===== src/rtl/multicycle_ctrl.sv =====
// Multicycle RV32I sequencer: FETCH/DECODE/EXEC/MEM/WB over one shared memory port.
// Ports: clock/reset/run, opcode, branch_taken, mem_ready in; datapath enables, selects, status out.
module multicycle_ctrl #(
  parameter int CNT_W = 32
) (
  input  logic             clock,
  input  logic             reset,
  input  logic             run,
  input  logic [6:0]       opcode,
  input  logic             branch_taken,
  input  logic             mem_ready,
  output logic             mem_req,
  output logic             mem_we,
  output logic             addr_sel,
  output logic             ir_we,
  output logic             mdr_we,
  output logic             alu_src_b,
  output logic             wb_sel,
  output logic             reg_we,
  output logic             pc_we,
  output logic             pc_sel,
  output logic             halted,
  output logic             illegal,
  output logic [2:0]       state,
  output logic [CNT_W-1:0] retire_count
);

  typedef enum logic [2:0] {
    IDLE   = 3'd0,
    FETCH  = 3'd1,
    DECODE = 3'd2,
    EXEC   = 3'd3,
    MEM    = 3'd4,
    WB     = 3'd5,
    HALT   = 3'd6
  } state_t;

  localparam logic [6:0] OP_R      = 7'b0110011;
  localparam logic [6:0] OP_I      = 7'b0010011;
  localparam logic [6:0] OP_LOAD   = 7'b0000011;
  localparam logic [6:0] OP_STORE  = 7'b0100011;
  localparam logic [6:0] OP_BRANCH = 7'b1100011;
  localparam logic [6:0] OP_SYSTEM = 7'b1110011;

  state_t state_q, state_d;
  logic   fetch_first;
  logic   illegal_q;
  logic   set_illegal;
  logic   is_r, is_i, is_load, is_store, is_branch, is_sys;
  logic   imm_b;

  assign is_r      = (opcode == OP_R);
  assign is_i      = (opcode == OP_I);
  assign is_load   = (opcode == OP_LOAD);
  assign is_store  = (opcode == OP_STORE);
  assign is_branch = (opcode == OP_BRANCH);
  assign is_sys    = (opcode == OP_SYSTEM);
  assign imm_b     = is_i | is_load | is_store;

  always_comb begin
    state_d     = state_q;
    mem_req     = 1'b0;
    mem_we      = 1'b0;
    addr_sel    = 1'b0;
    ir_we       = 1'b0;
    mdr_we      = 1'b0;
    alu_src_b   = 1'b0;
    wb_sel      = 1'b0;
    reg_we      = 1'b0;
    pc_we       = 1'b0;
    pc_sel      = 1'b0;
    set_illegal = 1'b0;
    unique case (state_q)
      IDLE: begin
        if (run) state_d = FETCH;
      end
      FETCH: begin
        // run dropped on the entry cycle: back out before a request exists
        if (fetch_first && !run) begin
          state_d = IDLE;
        end else begin
          mem_req = 1'b1;
          if (mem_ready) begin
            ir_we   = 1'b1;
            state_d = DECODE;
          end
        end
      end
      DECODE: begin
        if (is_sys) begin
          state_d = HALT;
        end else if (is_r | is_i | is_load | is_store | is_branch) begin
          state_d = EXEC;
        end else begin
          state_d     = HALT;
          set_illegal = 1'b1;
        end
      end
      EXEC: begin
        alu_src_b = imm_b;
        if (is_branch) begin
          pc_we   = 1'b1;
          pc_sel  = branch_taken;
          state_d = FETCH;
        end else if (is_load | is_store) begin
          state_d = MEM;
        end else begin
          state_d = WB;
        end
      end
      MEM: begin
        mem_req   = 1'b1;
        addr_sel  = 1'b1;
        alu_src_b = 1'b1;
        mem_we    = is_store;
        if (mem_ready) begin
          if (is_store) begin
            pc_we   = 1'b1;
            state_d = FETCH;
          end else begin
            mdr_we  = 1'b1;
            state_d = WB;
          end
        end
      end
      WB: begin
        reg_we    = 1'b1;
        wb_sel    = is_load;
        alu_src_b = imm_b;
        pc_we     = 1'b1;
        state_d   = FETCH;
      end
      HALT: begin
        state_d = HALT;
      end
      default: begin
        state_d = IDLE;
      end
    endcase
    // write enables must not fire in a reset cycle
    if (reset) begin
      ir_we       = 1'b0;
      mdr_we      = 1'b0;
      reg_we      = 1'b0;
      pc_we       = 1'b0;
      set_illegal = 1'b0;
    end
  end

  always_ff @(posedge clock) begin
    if (reset) begin
      state_q      <= IDLE;
      fetch_first  <= 1'b0;
      illegal_q    <= 1'b0;
      retire_count <= '0;
    end else begin
      state_q     <= state_d;
      fetch_first <= (state_d == FETCH) && (state_q != FETCH);
      if (set_illegal) illegal_q <= 1'b1;
      if (pc_we) retire_count <= retire_count + 1'b1;
    end
  end

  assign state   = state_q;
  assign halted  = (state_q == HALT);
  assign illegal = illegal_q;

endmodule


===== config.mk =====
export PLATFORM = sky130hd
export DESIGN_NAME = multicycle_ctrl
export DESIGN_NICKNAME = d
export VERILOG_FILES = /design/src/rtl/multicycle_ctrl.sv
export SDC_FILE = /design/constraint.sdc
export NUM_CORES = 1
export LEC_CHECK = 0
export ABC_AREA = 1
export CELL_PAD_IN_SITES_DETAIL_PLACEMENT = 0
export CELL_PAD_IN_SITES_GLOBAL_PLACEMENT = 1
export CORE_ASPECT_RATIO = 0.7
export CORE_MARGIN = 2
export CORE_UTILIZATION = 37
export DETAILED_ROUTE_END_ITERATION = 10
export PLACE_DENSITY_LB_ADDON = 0.1
export SYNTH_ARGS = -nofsm -noshare
export SYNTH_HDL_FRONTEND = slang
export SYNTH_SLANG_ARGS = --single-unit

===== constraint.sdc =====
create_clock -name clock -period 2.64 [get_ports clock]
set_clock_uncertainty 0.15 [all_clocks]
set_input_delay 0.396 -clock clock [delete_from_list [all_inputs] [get_ports clock]]
set_output_delay 0.396 -clock clock [all_outputs]
set_load 0.02 [all_outputs]

==> results_dict.tcl, run 1 <==
set metrics [dict create \
    outcome "complete, no violations" \
    die_y_um 74.7 \
    synthMuxAreaShare 0 \
    tightestPinTransition_ns 0.378 \
    postSynth.asyncResetShare 0 \
    cts_tree "done" \
    fin_crit_sh 0.952 \
    synth-xor-area-share 0.0365 \
    gp_congestion 0.877 \
    cp_data_required_time_ns 2.09 \
    peakVddDrop_mv 0.206 \
    drt-wirelength-per-cell_um 12.9 \
    clockRootBuffer "clkbuf_8" \
    antenna_found_initial 0 \
    cts_buffers 5 \
    path_cells "clkdlybuf4s50_1 -> nand2_1 -> nor2_2 -> nand3_2 -> nor2_1 -> clkdlybuf4s50_1" \
    grt_util_all_layers 0.207 \
    power.leakage_nw 1.30 \
    reg2reg_from "retire_count[0]" \
    hold_start "retire_count[31]" \
    max_freq_mhz 398 \
    core_um2 6820 \
    synthFlopType "dfxtp_1" \
    grt_pass1_wl_um 13000 \
    slew-limit-headroom 0.747 \
    slew_violations 0 \
    hold_viol_final 0 \
    avgSynthCellArea_um2 6.09 \
    fill_cells 747 \
    drt-initial-drc-count 174 \
    synth-adder-area-share 0.00474 \
    cp.arrival_ns 1.97 \
    final_util 0.509 \
    synth-simple-area-share 0.490 \
    cts-htree-levels 2 \
    rows 25 \
    synth.distinct_cells 30 \
    grt_max_degree 28 \
    synth-compound-area-share 0.103 \
    grt_overflow_total 0 \
    drv_cap 0 \
    synth_area_um2 2640 \
    ys.warnings.count 0 \
    clockPowerShare 0.363 \
    pwr-share-comb 0.149 \
    grt_pass1_vias 2615 \
    start_util 0.387 \
    place_hpwl_um 5920 \
    synth_edf_count 0 \
    critPathCaptureType "output port" \
    firstDrtPassIters 4 \
    vias_per_cell 4.74 \
    synth_top_family_by_area "simple AND/OR/NAND/NOR gates" \
    cts_buffer_depth 2 \
    drt.antenna.violating_nets 0 \
    finalSetupViolCount 0 \
    drc 0 \
    io_pins 59 \
    final_nets 514 \
    port_buffers 58 \
    hold_class "reg -> reg" \
    die_w_um 105 \
    post_route_cells_drive_above_1_share 0.137 \
    postCtsSetupBuffers 0 \
    rsz0062_at_grt "no" \
    swShare 0.300 \
    seqPwrFrac 0.488 \
    via_count 2828 \
    clkTransAtPathRegs_ns 0.09 \
    path_delay_family "buffers and inverters" \
    clock_sinks 37 \
    synth_cells 434 \
    hold-worst-slack_ns 0.360 \
    multi_input_area_um2 1680 \
    worstSetupStartpointType "input pin" \
    period_needed_ns 2.51 \
    path_max_fanout 3 \
    diodes 0 \
    p_sw_w 0.000357 \
    seq_area_frac_synth 0.280 \
    routed_wl_um 7710 \
    clock_latency_ns 0.30 \
    internal_power_w 0.000834 \
    die_area_um2 7840 \
    synth_nets 447 \
    path_common_cell "clkdlybuf4s50_1" \
    slowest_stage "clkdlybuf4s50_1" \
    area_growth_syn_to_layout_pct 31.4 \
    path_class "in -> out" \
    slowest_delay_ns 0.62 \
    critPathBufInv 2 \
    power_density_nw_per_um2 343 \
    hold_buffers 0 \
    startpoint "opcode[1]" \
    ff_latch_area_um2 741 \
    ys_ff_latch 37 \
]
## per-layer routing
layer	up-vias	wire length, um	GRT usage	share of wire
met5	-	0	0	0
met2	65	3010	0.303	0.39
met3	2	558	0.0450	0.072
met1	1260	4110	0.316	0.53
li1	1501	-	-	-
met4	0	29	0.0311	0.0038
## stage by stage
step	power (W)	setup WS, ns	area [um^2]	TNS [ns]	cells
after detailed placement	0.000770	-0.0226	3360	-0.0226	588
after CTS	0.00120	0.00396	3460	0	596
final	0.00119	0.127	3470	0	596
after global placement	0.000771	0.00322	3360	0	588
after global routing	0.00125	0.0345	3470	0	596
after floorplan	0.000691	0.596	2640	0	434
## Yosys cell counts (6+ instances only)
master | count | area [um^2]
inv_1 | 34 | 128
clkbuf_1 | 6 | 22.5
nor2_1 | 72 | 270
a21oi_2 | 17 | 149
nand2_1 | 151 | 567
nand3b_1 | 11 | 82.6
nand2_2 | 17 | 106
dfxtp_1 | 37 | 741
xnor2_1 | 6 | 52.6
o21ai_0 | 7 | 35.0
nand3_1 | 28 | 140
a21oi_1 | 12 | 60.1
## cell families (layout without fill, tap and decap cells)
group	count (synthesis)	after routing
adders and majority gates	1	1
DFF	37	37
and+or+nand+nor	295	295
buffers and inverters	50	118
AOI/OAI and AO/OA	40	40
xor gates and xnor gates	11	11
## final cells by class
class,instances,share of cell area
multi-input combinational,347,0.485
tap,94,0.0339
inverter,39,0.0436
timing repair buffer,71,0.197
sequential,37,0.213
clock buffer,5,0.0198
clock inverter,3,0.00721
## flip-flops by register name, indices dropped and copies added (netlist names)
name and count:
retire_count 32, state 3, illegal 1, fetch_first 1
## final timing paths
kind / cells after the start / endpoint / slack, ns
setup / recovery: 6 / pc_sel / 0.13
hold / removal: 2 / retire_count[31] / 0.36
setup reg to reg: 9 / retire_count[26] / 0.54
hold reg to reg: 2 / retire_count[31] / 0.36
## cells in the final DEF, fill, tap and decap left out, types with 7 or more instances in the layout
| cell type | n |
|---|---|
| nor2_1 | 72 |
| a21oi_2 | 17 |
| nand2_2 | 17 |
| buf_4 | 13 |
| inv_1 | 34 |
| clkdlybuf4s50_1 | 54 |
| a21oi_1 | 12 |
| nand2_1 | 151 |
| dfxtp_1 | 37 |
| nand3b_1 | 11 |
| o21ai_0 | 7 |
| nand3_1 | 27 |
## power by group through the flow
| stage | clock network, W | registers [W] | logic (W) |
|---|---|---|---|
| finish | 0.000432 | 0.000582 | 0.000177 |
| floorplan | 0 | 0.000601 | 0.0000907 |
| global route | 0.000468 | 0.000584 | 0.000194 |
| CTS | 0.000446 | 0.000581 | 0.000177 |
| global placement | 0 | 0.000594 | 0.000177 |
| detailed placement | 0 | 0.000594 | 0.000176 |
## what timing repair did
action                                  CTS  global route
gates resized for setup                   1             4
pin swaps                                 0             0
endpoints found under the setup margin    1             3
## worst register-to-register path: cells and delay by family (launching register included)
family	cells	cell delay (ns)
simple gates	6	1.02
fa+ha+maj	1	0.21
flops	1	0.43
buf+inv	1	0.12
compound gates	1	0.11
No activity file was read; power rests on OpenSTA's default activity.
==> run 2, diff against run 1 <==
--- a/config.mk
+++ b/config.mk
@@ -6,7 +6,7 @@
 export NUM_CORES = 1
 export LEC_CHECK = 0
 export ABC_AREA = 1
-export CELL_PAD_IN_SITES_DETAIL_PLACEMENT = 0
+export CELL_PAD_IN_SITES_DETAIL_PLACEMENT = 1
 export CELL_PAD_IN_SITES_GLOBAL_PLACEMENT = 1
 export CORE_ASPECT_RATIO = 0.7
 export CORE_MARGIN = 2
==> run 2 against run 1 <==
  * Maximum frequency down 1.3%
  * Cell count unchanged
  * Hold slack worse by 0.026 ns
  * Sequential power about the same
  * Combinational power about the same
  * First-iteration DRC count down 13%
  * Largest cell class unchanged
  * Highest routed layer unchanged
==> results_dict.tcl, run 2 (synthesized netlist as in run 1, its figures left out) <==
set metrics [dict create \
    vias_per_cell 5.06 \
    grt_max_degree 28 \
    top_register "retire_count" \
    cp.arrival_ns 2.00 \
    power_density_nw_per_um2 343 \
    place_inst 588 \
    place_hpwl_um 7050 \
    largest_reg_flops 32 \
    rr_worst_depth 9 \
    cts_buffer_depth 2 \
    cp_data_required_time_ns 2.09 \
    cts_buffers 5 \
    slew-limit-headroom 0.728 \
    layout_common_cells "nand2_1, nor2_1, clkdlybuf4s50_1, dfxtp_1, inv_1" \
    antenna_found_initial 0 \
    critPathCaptureType "output port" \
    via_count 3014 \
    io_pins 59 \
    path_max_fanout 3 \
    slew_violations 0 \
    clkTransAtPathRegs_ns 0.08 \
    final_common_cell "nand2_1" \
    min_delay_path_depth 2 \
    die_y_um 74.7 \
    area_growth_syn_to_layout_pct 31.0 \
    diodes 0 \
    placed_cell_area_um2 3360 \
    port_buffers 58 \
    drv_cap 0 \
    rsz0062_at_grt "no" \
    rows 25 \
    clock_latency_ns 0.30 \
    finalSetupViolCount 0 \
    hold_viol_final 0 \
    power.leakage_nw 1.28 \
    path_class "in -> out" \
    drc 0 \
    peakVddDrop_mv 0.189 \
    core_um2 6820 \
    max_freq_mhz 393 \
    postCtsSetupBuffers 0 \
    tightestPinTransition_ns 0.406 \
    fin_crit_sh 0.965 \
    period_needed_ns 2.55 \
    routed_wl_um 9140 \
    tns_ns 0 \
    hold_class "reg -> reg" \
    outcome "complete, no violations" \
    drt.antenna.violating_nets 0 \
    grt_pass1_vias 3012 \
    power_w 0.00119 \
    cts_tree "done" \
    grt_overflow_total 0 \
    die_area_um2 7840 \
    die_w_um 105 \
    worstSetupStartpointType "input pin" \
    fin_cells 596 \
    cts-htree-levels 2 \
    drt-initial-drc-count 152 \
    hold_buffers 0 \
    final_nets 514 \
    firstDrtPassIters 4 \
    start_util 0.387 \
    clockRootBuffer "clkbuf_8" \
    gp_congestion 0.877 \
    grt_pass1_wl_um 15300 \
    post_route_cells_drive_above_1_share 0.139 \
    clock_sinks 37 \
    grt_util_all_layers 0.246 \
    design_area_um2 3460 \
    drt-wirelength-per-cell_um 15.3 \
]
==> run 2: power breakdown <==
group | switching (W) | leakage, nW | total [W] | internal [W]
combinational | 0.000106 | 0.929 | 0.000180 | 0.0000737
sequential | 0.0000136 | 0.299 | 0.000582 | 0.000569
clock | 0.000235 | 0.0481 | 0.000423 | 0.000188
==> run 2: final timing paths <==
check	to	startpoint	slack (ns)
max	pc_sel	opcode[1]	0.09
min	illegal	illegal	0.33
max reg2reg	retire_count[26]	retire_count[0]	0.46
min reg2reg	illegal	illegal	0.33
==> run 2: final cells by class <==
cell class / count / area [um^2]
clock buffer: 5 / 68.8
clock inverter: 3 / 22.5
fill: 942 / 3360
inverter: 39 / 151
multi-input combinational: 347 / 1680
sequential: 37 / 742
tap: 94 / 118
timing repair buffer: 71 / 677
==> run 2: layer usage <==
layer	GRT usage	wire, um
met3	0.0372	592
met4	0.0385	42
met2	0.410	4130
met1	0.349	4370
met5	0	0
==> run 2: metrics by stage <==
| stage | util | hold slack (ns) | worst slack (ns) |
|---|---|---|---|
| 2_1_floorplan | - | 0.412 | 0.596 |
| 3_3_place_gp | 0.493 | 0.307 | 0.00322 |
| 3_5_place_dp | 0.493 | 0.330 | -0.0381 |
| 4_1_cts | 0.507 | 0.349 | 0.0549 |
| 5_1_grt | 0.508 | 0.388 | 0.0146 |
| 6_report | 0.508 | 0.334 | 0.0933 |
==> run 2: what timing repair did <==
item                                    4_1_cts  5_1_grt
hold endpoints to repair                      0        0
endpoints found under the setup margin        3        2
resized for setup                             4        2
==> run 2: critical path, stage by stage <==
cell and delay, ns:
clkdlybuf4s50_1 0.47, nand2_1 0.09, nor2_2 0.18, nand3_2 0.12, nor2_1 0.12, clkdlybuf4s50_1 0.62
